`config.mk`:
```
export PLATFORM = sky130hd
export DESIGN_NAME = data_tx_mc
export DESIGN_NICKNAME = d
export VERILOG_FILES = /design/src/rtl/dp_pkg.sv /design/src/rtl/dp_regfile.sv /design/src/rtl/data_tx_mc.sv
export SDC_FILE = /design/constraint.sdc
export NUM_CORES = 2
export LEC_CHECK = 0
export BUFFER_PORTS_ARGS = -buffer_cell sky130_fd_sc_hd__buf_2
export CAP_MARGIN = 20
export CORE_MARGIN = 5
export CORE_UTILIZATION = 35
export DETAILED_ROUTE_END_ITERATION = 10
export PLACE_DENSITY_LB_ADDON = 0.12
export SLEW_MARGIN = 30
export SYNTH_ARGS = -nofsm -noshare
export SYNTH_HDL_FRONTEND = slang
export SYNTH_HIERARCHICAL = 1
export SYNTH_SLANG_ARGS = --single-unit
```
`constraint.sdc`:
```
create_clock -name clk -period 15 [get_ports clk]
set_input_delay 2.25 -clock clk [delete_from_list [all_inputs] [get_ports clk]]
set_output_delay 2.25 -clock clk [all_outputs]
set_load 0.05 [all_outputs]
```
`src/rtl/dp_pkg.sv`:
```
// Shared decode constants, ALU operation and FSM state types for data_tx_mc.
package dp_pkg;

  localparam logic [6:0] OP_R     = 7'b0110011;
  localparam logic [6:0] OP_I     = 7'b0010011;
  localparam logic [6:0] OP_LOAD  = 7'b0000011;
  localparam logic [6:0] OP_STORE = 7'b0100011;

  localparam logic [1:0] SZ_B = 2'b00;
  localparam logic [1:0] SZ_H = 2'b01;
  localparam logic [1:0] SZ_W = 2'b10;
  localparam logic [1:0] SZ_D = 2'b11;

  typedef enum logic [3:0] {
    ALU_ADD, ALU_SUB, ALU_SLL, ALU_SLT, ALU_SLTU,
    ALU_XOR, ALU_SRL, ALU_SRA, ALU_OR, ALU_AND
  } alu_op_e;

  typedef enum logic [1:0] {ST_IDLE, ST_EXEC, ST_MEM, ST_WB} state_e;

  // SUB only exists in R-type; SRA/SRL split on funct7[5] for both forms
  function automatic alu_op_e alu_decode(input logic is_r, input logic [2:0] f3,
                                         input logic f7b5);
    alu_op_e op;
    case (f3)
      3'b000:  op = (is_r && f7b5) ? ALU_SUB : ALU_ADD;
      3'b001:  op = ALU_SLL;
      3'b010:  op = ALU_SLT;
      3'b011:  op = ALU_SLTU;
      3'b100:  op = ALU_XOR;
      3'b101:  op = f7b5 ? ALU_SRA : ALU_SRL;
      3'b110:  op = ALU_OR;
      default: op = ALU_AND;
    endcase
    return op;
  endfunction

endpackage

```
`src/rtl/dp_regfile.sv`:
```
// Register file: NREGS x WIDTH, two async read ports, one write port, x0 reads zero.
module dp_regfile #(
  parameter int unsigned WIDTH = 32,
  parameter int unsigned NREGS = 32,
  localparam int unsigned AW = $clog2(NREGS)
) (
  input  logic             clk,
  input  logic             rst_n,
  input  logic [AW-1:0]    ra1,
  input  logic [AW-1:0]    ra2,
  output logic [WIDTH-1:0] rd1,
  output logic [WIDTH-1:0] rd2,
  input  logic             we,
  input  logic [AW-1:0]    wa,
  input  logic [WIDTH-1:0] wd
);

  logic [WIDTH-1:0] regs [NREGS];

  // Entry 0 is never written, so it stays at its reset value of zero
  always_ff @(posedge clk or negedge rst_n) begin
    if (!rst_n) begin
      for (int i = 0; i < int'(NREGS); i++) regs[i] <= '0;
    end else if (we && (wa != '0)) begin
      regs[wa] <= wd;
    end
  end

  assign rd1 = regs[ra1];
  assign rd2 = regs[ra2];

endmodule

```
`src/rtl/data_tx_mc.sv`:
```
// Multi-cycle integer core slice: IDLE -> EXEC -> (MEM) -> WB with a simple memory handshake.
// Optional DP_ALIGN_CHECK_EN: misaligned accesses retire with err instead of being aligned down.
module data_tx_mc
  import dp_pkg::*;
#(
  parameter int unsigned WIDTH = 32,
  parameter int unsigned NREGS = 32,
  localparam int unsigned AW = $clog2(NREGS)
) (
  input  logic               clk,
  input  logic               rst,
  input  logic               instr_valid,
  output logic               instr_ready,
  input  logic [6:0]         opcode,
  input  logic [2:0]         funct3,
  input  logic [6:0]         funct7,
  input  logic [AW-1:0]      RS1,
  input  logic [AW-1:0]      RS2,
  input  logic [AW-1:0]      RD,
  input  logic [11:0]        Imm_reg,
  output logic               mem_req,
  output logic               mem_we,
  output logic [WIDTH-1:0]   mem_addr,
  output logic [WIDTH-1:0]   mem_wdata,
  output logic [WIDTH/8-1:0] mem_be,
  input  logic               mem_ack,
  input  logic [WIDTH-1:0]   mem_rdata,
  output logic               done,
  output logic               busy,
`ifdef DP_ALIGN_CHECK_EN
  output logic               err,
`endif
  output logic [WIDTH-1:0]   ALU_data_out,
  output logic [WIDTH-1:0]   RS1_data_out,
  output logic [WIDTH-1:0]   RS2_data_out
);

  localparam int unsigned NB = WIDTH / 8;
  localparam int unsigned OW = $clog2(NB);
  localparam int unsigned SW = $clog2(WIDTH);

  state_e            state_q, state_d;
  logic [6:0]        op_q, f7_q;
  logic [2:0]        f3_q;
  logic [AW-1:0]     rs1_q, rs2_q, rd_q;
  logic [11:0]       imm_q;
  logic              wr_q, rf_we;
  logic [WIDTH-1:0]  rs1_val, rs2_val, imm_sx, opb, alu_res;
  logic [WIDTH-1:0]  addr_raw, addr_issue, st_data, ld_sh, ld_al, ld_val;
  logic [1:0]        sz;
  logic [NB-1:0]     lanes, be;
  logic [OW-1:0]     off_mask;
  logic [SW-1:0]     shamt, ext_sh;
  logic              is_r, is_i, is_ld, is_st, is_mem, skip;
  alu_op_e           alu_op;
`ifdef DP_ALIGN_CHECK_EN
  logic              err_q;
`endif

  assign rf_we = (state_q == ST_WB) && wr_q;

  dp_regfile #(.WIDTH(WIDTH), .NREGS(NREGS)) u_regfile (
    .clk   (clk),
    .rst_n (rst),
    .ra1   (rs1_q),
    .ra2   (rs2_q),
    .rd1   (rs1_val),
    .rd2   (rs2_val),
    .we    (rf_we),
    .wa    (rd_q),
    .wd    (ALU_data_out)
  );

  // Decode and execute datapath on the captured instruction
  always_comb begin
    is_r     = (op_q == OP_R) && ((f7_q & 7'b1011111) == 7'd0);
    is_i     = (op_q == OP_I);
    is_ld    = (op_q == OP_LOAD);
    is_st    = (op_q == OP_STORE);
    is_mem   = is_ld || is_st;
    imm_sx   = WIDTH'($signed(imm_q));
    opb      = is_r ? rs2_val : imm_sx;
    shamt    = opb[SW-1:0];
    alu_op   = alu_decode(is_r, f3_q, f7_q[5]);
    addr_raw = rs1_val + imm_sx;
    case (alu_op)
      ALU_SUB:  alu_res = rs1_val - opb;
      ALU_SLL:  alu_res = rs1_val << shamt;
      ALU_SLT:  alu_res = WIDTH'($signed(rs1_val) < $signed(opb));
      ALU_SLTU: alu_res = WIDTH'(rs1_val < opb);
      ALU_XOR:  alu_res = rs1_val ^ opb;
      ALU_SRL:  alu_res = rs1_val >> shamt;
      ALU_SRA:  alu_res = WIDTH'($signed(rs1_val) >>> shamt);
      ALU_OR:   alu_res = rs1_val | opb;
      ALU_AND:  alu_res = rs1_val & opb;
      default:  alu_res = rs1_val + opb;
    endcase
  end

  // Access size, lane mask and load extension shift; double only exists at WIDTH=64
  always_comb begin
    sz = ((WIDTH == 64) || (f3_q[1:0] != SZ_D)) ? f3_q[1:0] : SZ_W;
    case (sz)
      SZ_B:    begin lanes = NB'(1);     off_mask = '0;     ext_sh = SW'(WIDTH - 8);  end
      SZ_H:    begin lanes = NB'(3);     off_mask = OW'(1); ext_sh = SW'(WIDTH - 16); end
      SZ_W:    begin lanes = NB'(4'hF);  off_mask = OW'(3); ext_sh = SW'(WIDTH - 32); end
      default: begin lanes = NB'(8'hFF); off_mask = OW'(7); ext_sh = '0;            end
    endcase
`ifdef DP_ALIGN_CHECK_EN
    skip       = is_mem && ((addr_raw[OW-1:0] & off_mask) != '0);
    addr_issue = addr_raw;
`else
    skip       = 1'b0;
    addr_issue = addr_raw & ~WIDTH'(off_mask);
`endif
    be      = lanes << addr_issue[OW-1:0];
    st_data = rs2_val << {addr_issue[OW-1:0], 3'b000};
    ld_sh   = mem_rdata >> {mem_addr[OW-1:0], 3'b000};
    ld_al   = ld_sh << ext_sh;
    ld_val  = f3_q[2] ? (ld_al >> ext_sh) : WIDTH'($signed(ld_al) >>> ext_sh);
  end

  always_comb begin
    state_d = state_q;
    unique case (state_q)
      ST_IDLE: if (instr_valid && instr_ready) state_d = ST_EXEC;
      ST_EXEC: state_d = (is_mem && !skip) ? ST_MEM : ST_WB;
      ST_MEM:  if (mem_ack) state_d = ST_WB;
      default: state_d = ST_IDLE;
    endcase
  end

  always_ff @(posedge clk or negedge rst) begin
    if (!rst) state_q <= ST_IDLE;
    else      state_q <= state_d;
  end

  // Registered outputs, captured fields and result register
  always_ff @(posedge clk or negedge rst) begin
    if (!rst) begin
      instr_ready  <= 1'b1;
      busy         <= 1'b0;
      done         <= 1'b0;
      mem_req      <= 1'b0;
      mem_we       <= 1'b0;
      mem_addr     <= '0;
      mem_wdata    <= '0;
      mem_be       <= '0;
      ALU_data_out <= '0;
      RS1_data_out <= '0;
      RS2_data_out <= '0;
      op_q         <= '0;
      f3_q         <= '0;
      f7_q         <= '0;
      rs1_q        <= '0;
      rs2_q        <= '0;
      rd_q         <= '0;
      imm_q        <= '0;
      wr_q         <= 1'b0;
`ifdef DP_ALIGN_CHECK_EN
      err          <= 1'b0;
      err_q        <= 1'b0;
`endif
    end else begin
      instr_ready <= (state_d == ST_IDLE);
      busy        <= (state_d != ST_IDLE);
      mem_req     <= (state_d == ST_MEM);
      done        <= (state_q == ST_WB);
`ifdef DP_ALIGN_CHECK_EN
      err         <= (state_q == ST_WB) && err_q;
`endif
      case (state_q)
        ST_IDLE: begin
          if (instr_valid && instr_ready) begin
            op_q  <= opcode;
            f3_q  <= funct3;
            f7_q  <= funct7;
            rs1_q <= RS1;
            rs2_q <= RS2;
            rd_q  <= RD;
            imm_q <= Imm_reg;
          end
        end
        ST_EXEC: begin
          RS1_data_out <= rs1_val;
          RS2_data_out <= rs2_val;
          ALU_data_out <= is_mem ? addr_issue : alu_res;
          wr_q         <= (is_r || is_i || is_ld) && !skip;
`ifdef DP_ALIGN_CHECK_EN
          err_q        <= skip;
`endif
          if (is_mem && !skip) begin
            mem_we    <= is_st;
            mem_addr  <= addr_issue;
            mem_be    <= be;
            mem_wdata <= is_st ? st_data : '0;
          end
        end
        ST_MEM: begin
          if (mem_ack) begin
            mem_we <= 1'b0;
            if (is_ld) ALU_data_out <= ld_val;
          end
        end
        default: ;
      endcase
    end
  end

endmodule
```
* Yosys cells after proc, flatten, opt, wreduce, memory -nomap -nowiden
Cells that the tools add are included.
** Operators by class
- Bitwise logic cells :: 8
- Reduce and logical (&&, ||, !) cells :: 21
- $add $sub $neg :: 3
- Shift-type cells :: 9
- Equality and inequality tests :: 28
- Multiplexer cells :: 31
- $lt $le $gt $ge :: 6
** Operators by type and width (number)
- 1024-bit bitwise mux :: 1
- 32-bit two-way mux :: 11
- 32-bit binary-select mux with 5-bit select :: 2
- 32-bit case mux with 9 select lines :: 1
- 32-bit demux with 5-bit select :: 1
- 32-bit by 5-bit left shift with 32-bit output :: 3
- 32-bit by 5-bit right shift with 32-bit output :: 3
- 32-bit adder :: 2
- 32-bit bitwise AND :: 2
- 32-bit less-than comparator :: 2
- 32-bit case mux with 2 select lines :: 1
- 32-bit by 5-bit >>> shifter with 32-bit output :: 2
- 2-bit NOT with 32-bit output :: 1
- 32-bit OR :: 1
- 32-bit subtractor :: 1
- 32-bit XOR :: 1
- 4-bit case mux with 7 select lines :: 1
- 6-bit greater-or-equal comparator (second input constant) :: 3
- 5-bit NOT with 6-bit output :: 3
- 4-bit by 3-bit equality test with 1-bit output (second input constant) :: 4
- 7-bit by 6-bit equality test with 1-bit output (second input constant) :: 2
- 5-bit case mux with 2 select lines :: 1
- 3-bit equality test (second input constant) :: 3
- 4-bit by 2-bit equality test with 1-bit output (second input constant) :: 2
- other kinds (26) :: 52
** Storage, ports and cells
- Flip-flop bits (word level) :: 1240
- Input bits :: 80
- Word-level logic and storage cells :: 158
- Output and inout bits :: 169

* Longest topological paths before layout
- Word-level depth :: 10
- Depth in mapped cells :: 25
- Depth with buffers taken out :: 20

* Cells and area by module
The synthesis kept the hierarchy.
** By module, submodules not included
- dp_regfile :: area each 55937.4 um^2, cells each 4601, sequential area each 25624.6 um^2, times used 1
- data_tx_mc :: area each 20369.5 um^2, cells each 2454, sequential area each 5406.4 um^2, times used 1

* Least setup slack after synthesis
OpenSTA, ideal clock, no wires.
- Path type :: reg-to-reg
- Start point :: register rs2_q[1]
- End point :: register ALU_data_out[20]
- Data required time :: 14923 ps
- Clock period less this slack :: 5042 ps
- Setup time :: 77 ps
- Setup slack :: 9958 ps
- Stages on the path, launching flop included :: 26
- Data arrival time :: 4966 ps
- Buffers on the path :: 7
- Cell sequence :: dfrtp_1 -> buf_2 -> buf_4 -> buf_2 -> buf_2 -> mux2i_1 -> nand2_1 -> nand3_1 -> nand3_1 -> mux2_4 -> buf_6 -> buf_4 -> buf_2 -> ha_1 -> fa_1 -> a21oi_1 -> o21ai_0 -> a211oi_1 -> o21ai_0 -> a21bo_2 -> a21o_1 -> and3_1 -> or3b_2 -> o21ai_0 -> a211oi_1 -> o21ai_1
** On the way
- Cells in the longest elaborated chain, start to end :: 9
- Elaborated cells between the ends (all ways) :: 16
- Classes of those cells :: add/sub (2); shift (3); mux (7); bitwise (4)
** Ends and longest elaborated chain
- start: declaration :: line data_tx_mc.sv:45 : logic [AW-1:0] rs1_q, rs2_q, rd_q;
- start signal: assignment :: line data_tx_mc.sv:156 : rs2_q <= '0;
- start signal: assignment :: line data_tx_mc.sv:179 : rs2_q <= RS2;
- 5-bit NOT with 6-bit output (implied by the code) * :: line dp_regfile.sv:30 : assign rd2 = regs[ra2];
- 32-bit binary-select mux with 5-bit select * :: line dp_regfile.sv:30
- 32-bit two-way mux (implied by the code) * (2 in a row) :: line dp_regfile.sv:30
- net rs2_val[0] :: line data_tx_mc.sv:48 : logic [WIDTH-1:0] rs1_val, rs2_val, imm_sx, opb, alu_res;
- 32-bit two-way mux * :: line data_tx_mc.sv:82 : opb = is_r ? rs2_val : imm_sx;
- 32-bit adder (tied with other cells) :: line data_tx_mc.sv:96 : default: alu_res = rs1_val + opb;
- 32-bit case mux with 9 select lines * :: line data_tx_mc.sv:86 : case (alu_op)
- 32-bit two-way mux * :: line data_tx_mc.sv:187 : ALU_data_out <= is_mem ? addr_issue : alu_res;
- 32-bit case mux with 2 select lines * :: line data_tx_mc.sv:172 : case (state_q)
- end signal: assignment :: line data_tx_mc.sv:187
- end signal: assignment :: line data_tx_mc.sv:202 : if (is_ld) ALU_data_out <= ld_val;
- end: declaration :: line data_tx_mc.sv:33 : output logic [WIDTH-1:0] ALU_data_out,
The timed path passes the listed nets; every way through them passes the cells marked *. The select of a mux whose other input is x is not followed.
A chain may end at the register's enable or synchronous reset.

* Final worst setup path
- Start point :: register rs2_q[1]
- End point :: register ALU_data_out[28]
Same word-level chain as after synthesis.

==> metrics <==
initial core utilization 0.3517; Post-synth EDFFs 0; Buffers & Inverters on Critical Path 5; post-synthesis cell type count 110; Overflow after GRT 0; WL/cell around 33 µm; hold path endpoint u_regfile/regs[1013]; Final Hold Viols 0; post-synthesis async set-or-reset flop share 1.000; clk_lat worst skew just over 0.8 ns; die span in x about 480 µm; Final TNS setup 0 ns; total track usage 0.2786; critical hold path startpoint u_regfile/regs[1013]; Residual DRC 0; post-synthesis xor/xnor area fraction 0.007575; worst clock skew 0.04452 ns; outcome complete, no violations; die footprint between 0.2 and 0.25 mm²; top_reg_cell synth dfrtp_1; Period minus WS final 8.161 ns; Final setup viols 0; Crit path required time roughly 16 ns; total CTS buffers ~160; Fmax roughly 120 MHz; Synth Instances between 7,000 and 8,000; FF+latch count, synth 1,240; Seq/Total Area, Yosys 0.4067; vias in the first global route around 61,000; RSZ-0062 raised after global routing no; layout cell share with drive strength beyond 1 0.2691; I/O Pins 249; Via Count roughly 60,000; Warnings, synthesis 6; Final Max Slew Viols 0; r2r worst-path depth 23; slew margin rel. 0.2703; Nets 7,229; Final GP Congestion between 0.9 and 1; CP endpoint kind flip-flop; max-cap violations 0; crit path max fanout 90; Synth Cell Area 0.07631 mm²; Post-Layout Cell Count 10,010; final WL between 300 and 400 mm; CP Cell Sequence buf_4 > buf_12 > mux2i_1 > a22o_1 > nor3_1 > a31oi_1 > nand3_1 > mux2i_4 > buf_4 > inv_2 > buf_4 > ha_1 > a21oi_1 > o21ai_0 > a211oi_1 > o21ai_0 > nand4_1 > a21oi_1 > a211oi_1 > or2_2 > and3_1 > o21ai_0 > a32oi_1; Placed Cells approximately 9,700; RR Endpoint ALU_data_out[28]; first-pass GRT wire length approximately 460 mm; flop2flop setup slack roughly 6.8 ns; initial antenna violation count 27; Core Area between 0.2 and 0.25 mm²; largest family of logic cells by synthesized area multiplexers; register area 0.03105 mm²; Hold-fix buffers, CTS 0; Mean Syn Cell Area roughly 11 µm²; hold path depth 0; Slowest-stage cell, CP dfrtp_4; Reg-to-Reg Start rs2_q[1]; Root Driver clkbuf_16; vias per cell approximately 6.0; final instance area 0.08515 mm²; worst slew pin tran approximately 1.1 ns; Crit path max-delay family compound AO/OA/AOI/OAI gates; row count 171; crit path kind reg2reg; clk sinks 1,240; startpoint types flip-flop; ANT nets after route 0; # resized after CTS 0; hold crit path type reg2reg; multi-input logic area between 0.04 and 0.05 mm²; post-DP HPWL between 200 and 250 mm; fraction of the mapped netlist area in simple logic gates 0.07366; initial detailed-routing violation count roughly 5,900; adder-cell share of the synthesized area 0.02102; fin util 0.3925; CTS tree built; area delta synth->final 11.58%; Synth Area in Compound Gates 0.1147; pin count of the biggest net entering global routing ~150; Fill cells around 21,000; CP arrival just under 9 ns; post-synthesis mux area share 0.3279; H-tree Lvls 4; DR pass1 iterations 6; Clock Tree Buf Depth 3; Setup Buffers After CTS 0; number of port buffers between 200 and 250; clk slew on worst S/H paths around 0.06 ns; Synth Net Count 7,262; max incr delay on CP between 0.8 and 0.9 ns; placed inst area about 0.080 mm²; vertical die dimension 476.9 µm; post-route clock period utilization 0.5441
==> how the worst max path moves through the flow <==
stage / startpoint / depth (start not counted) / end
finish: rs2_q[1] / 23 / ALU_data_out[28]
global route: rs2_q[1] / 23 / ALU_data_out[28]
CTS: rs2_q[1] / 23 / ALU_data_out[28]
detailed placement: rs2_q[1] / 23 / ALU_data_out[28]
global placement: rs2_q[1] / 23 / ALU_data_out[28]
floorplan: rs2_q[1] / 25 / ALU_data_out[20]
==> registers in the layout, indices dropped and copies added (netlist names) <==
| signal | flops |
|---|---|
| busy | 1 |
| mem_wdata | 32 |
| imm_q | 12 |
| state_q | 2 |
| rs1_q | 5 |
| wr_q | 1 |
| mem_be | 4 |
| mem_addr | 32 |
| rs2_q | 5 |
| mem_req | 1 |
| instr_ready | 1 |
| rd_q | 5 |
| u_regfile/regs | 1024 |
| f7_q | 7 |
| mem_we | 1 |
| op_q | 7 |
| f3_q | 3 |
| ALU_data_out | 32 |
| RS1_data_out | 32 |
| done | 1 |
| RS2_data_out | 32 |
==> routing by layer <==
layer	GRT usage	vias up	share of wire
met4	0.1119	4	0.046
met5	0	-	0.000094
met2	0.4185	2400	0.43
li1	-	25840	-
met3	0.05854	620	0.074
met1	0.3908	31650	0.45
==> layout by cell type, fill, tap and decap left out, types with 14 or more instances in the layout <==
cell	instances
dfrtp_1	1229
mux2i_1	1217
mux2_2	1091
nand2_1	481
a21oi_1	388
buf_2	247
nand3_1	224
nor2_1	215
a22oi_1	200
buf_4	178
a22o_1	164
clkbuf_16	157
o21ai_0	139
ha_1	124
nor3_1	109
inv_1	108
a31oi_1	85
xnor2_1	47
mux2_1	40
clkbuf_8	39
o211ai_1	38
a211oi_1	36
clkbuf_1	34
clkinv_2	26
a21o_1	22
o221ai_1	22
nor2_4	20
o31ai_1	20
o22ai_1	19
xor2_1	19
nand2b_1	18
nand2_2	17
nor2b_1	16
o21bai_1	16
a221oi_1	15
o21a_1	15
and3_1	14
==> layout make-up <==
class	instances	share of cell area
multi-input cells	5055	0.4912
diodes	9	0.0002645
flip-flops and latches	1240	0.3646
repair buffers	452	0.03577
inverters	118	0.005290
clock inverters	54	0.006995
clock buffers	230	0.05394
well taps	2854	0.04194
==> cell families after synthesis <==
| family | Yosys count |
|---|---|
| muxes | 2354 |
| AOI/OAI and AO/OA | 1289 |
| DFF | 1240 |
| and+or+nand+nor | 1219 |
| buffers and inverters | 760 |
| adders and majority gates | 127 |
| xor gates and xnor gates | 66 |
==> through the flow <==
step | setup slack, ns | hold slack [ns]
2_1_floorplan | 9.958 | 0.4488
3_3_place_gp | 7.046 | 0.3837
3_5_place_dp | 7.020 | 0.3876
4_1_cts | 6.980 | 0.3994
5_1_grt | 6.509 | 0.4093
6_report | 6.839 | 0.3975
==> worst reg2reg max path: stages, from the launching register on <==
cell and delay (ns):
dfrtp_4 0.86, buf_4 0.54, buf_12 0.54, mux2i_1 0.42, a22o_1 0.17, nor3_1 0.06
a31oi_1 0.23, nand3_1 0.75, mux2i_4 0.39, buf_4 0.31, inv_2 0.05, buf_4 0.30
ha_1 0.48, a21oi_1 0.12, o21ai_0 0.31, a211oi_1 0.15, o21ai_0 0.45, nand4_1 0.33
a21oi_1 0.56, a211oi_1 0.24, or2_2 0.34, and3_1 0.18, o21ai_0 0.15, a32oi_1 0.11
==> synthesized netlist by cell type, drive strengths merged (11+ instances only) <==
cell,number,area (µm²)
dfrtp,1239,31000
mux2i,1222,12270
mux2,1132,12750
nand2,499,1873
a21oi,389,1951
clkbuf,343,1287
buf,299,1967
nor2,237,1020
nand3,231,1156
a22oi,200,1501
a22o,164,1436
o21ai,143,719.4
ha,125,1564
inv,113,431.7
nor3,111,560.5
a31oi,85,531.8
xnor2,47,411.6
o211ai,40,319.0
a211oi,39,302.8
o31ai,25,211.5
a21o,22,165.2
nand2b,22,137.6
o221ai,22,192.7
nor2b,20,125.1
o22ai,20,131.4
xor2,19,166.4
o21bai,16,120.1
a221oi,15,131.4
o21a,15,112.6
and3,14,87.58
nor4,12,75.07
and2,11,68.82
or2,11,68.82
Power is not shown: default switching activity piles up to over one toggle a cycle in this logic, so the estimate is an artifact.
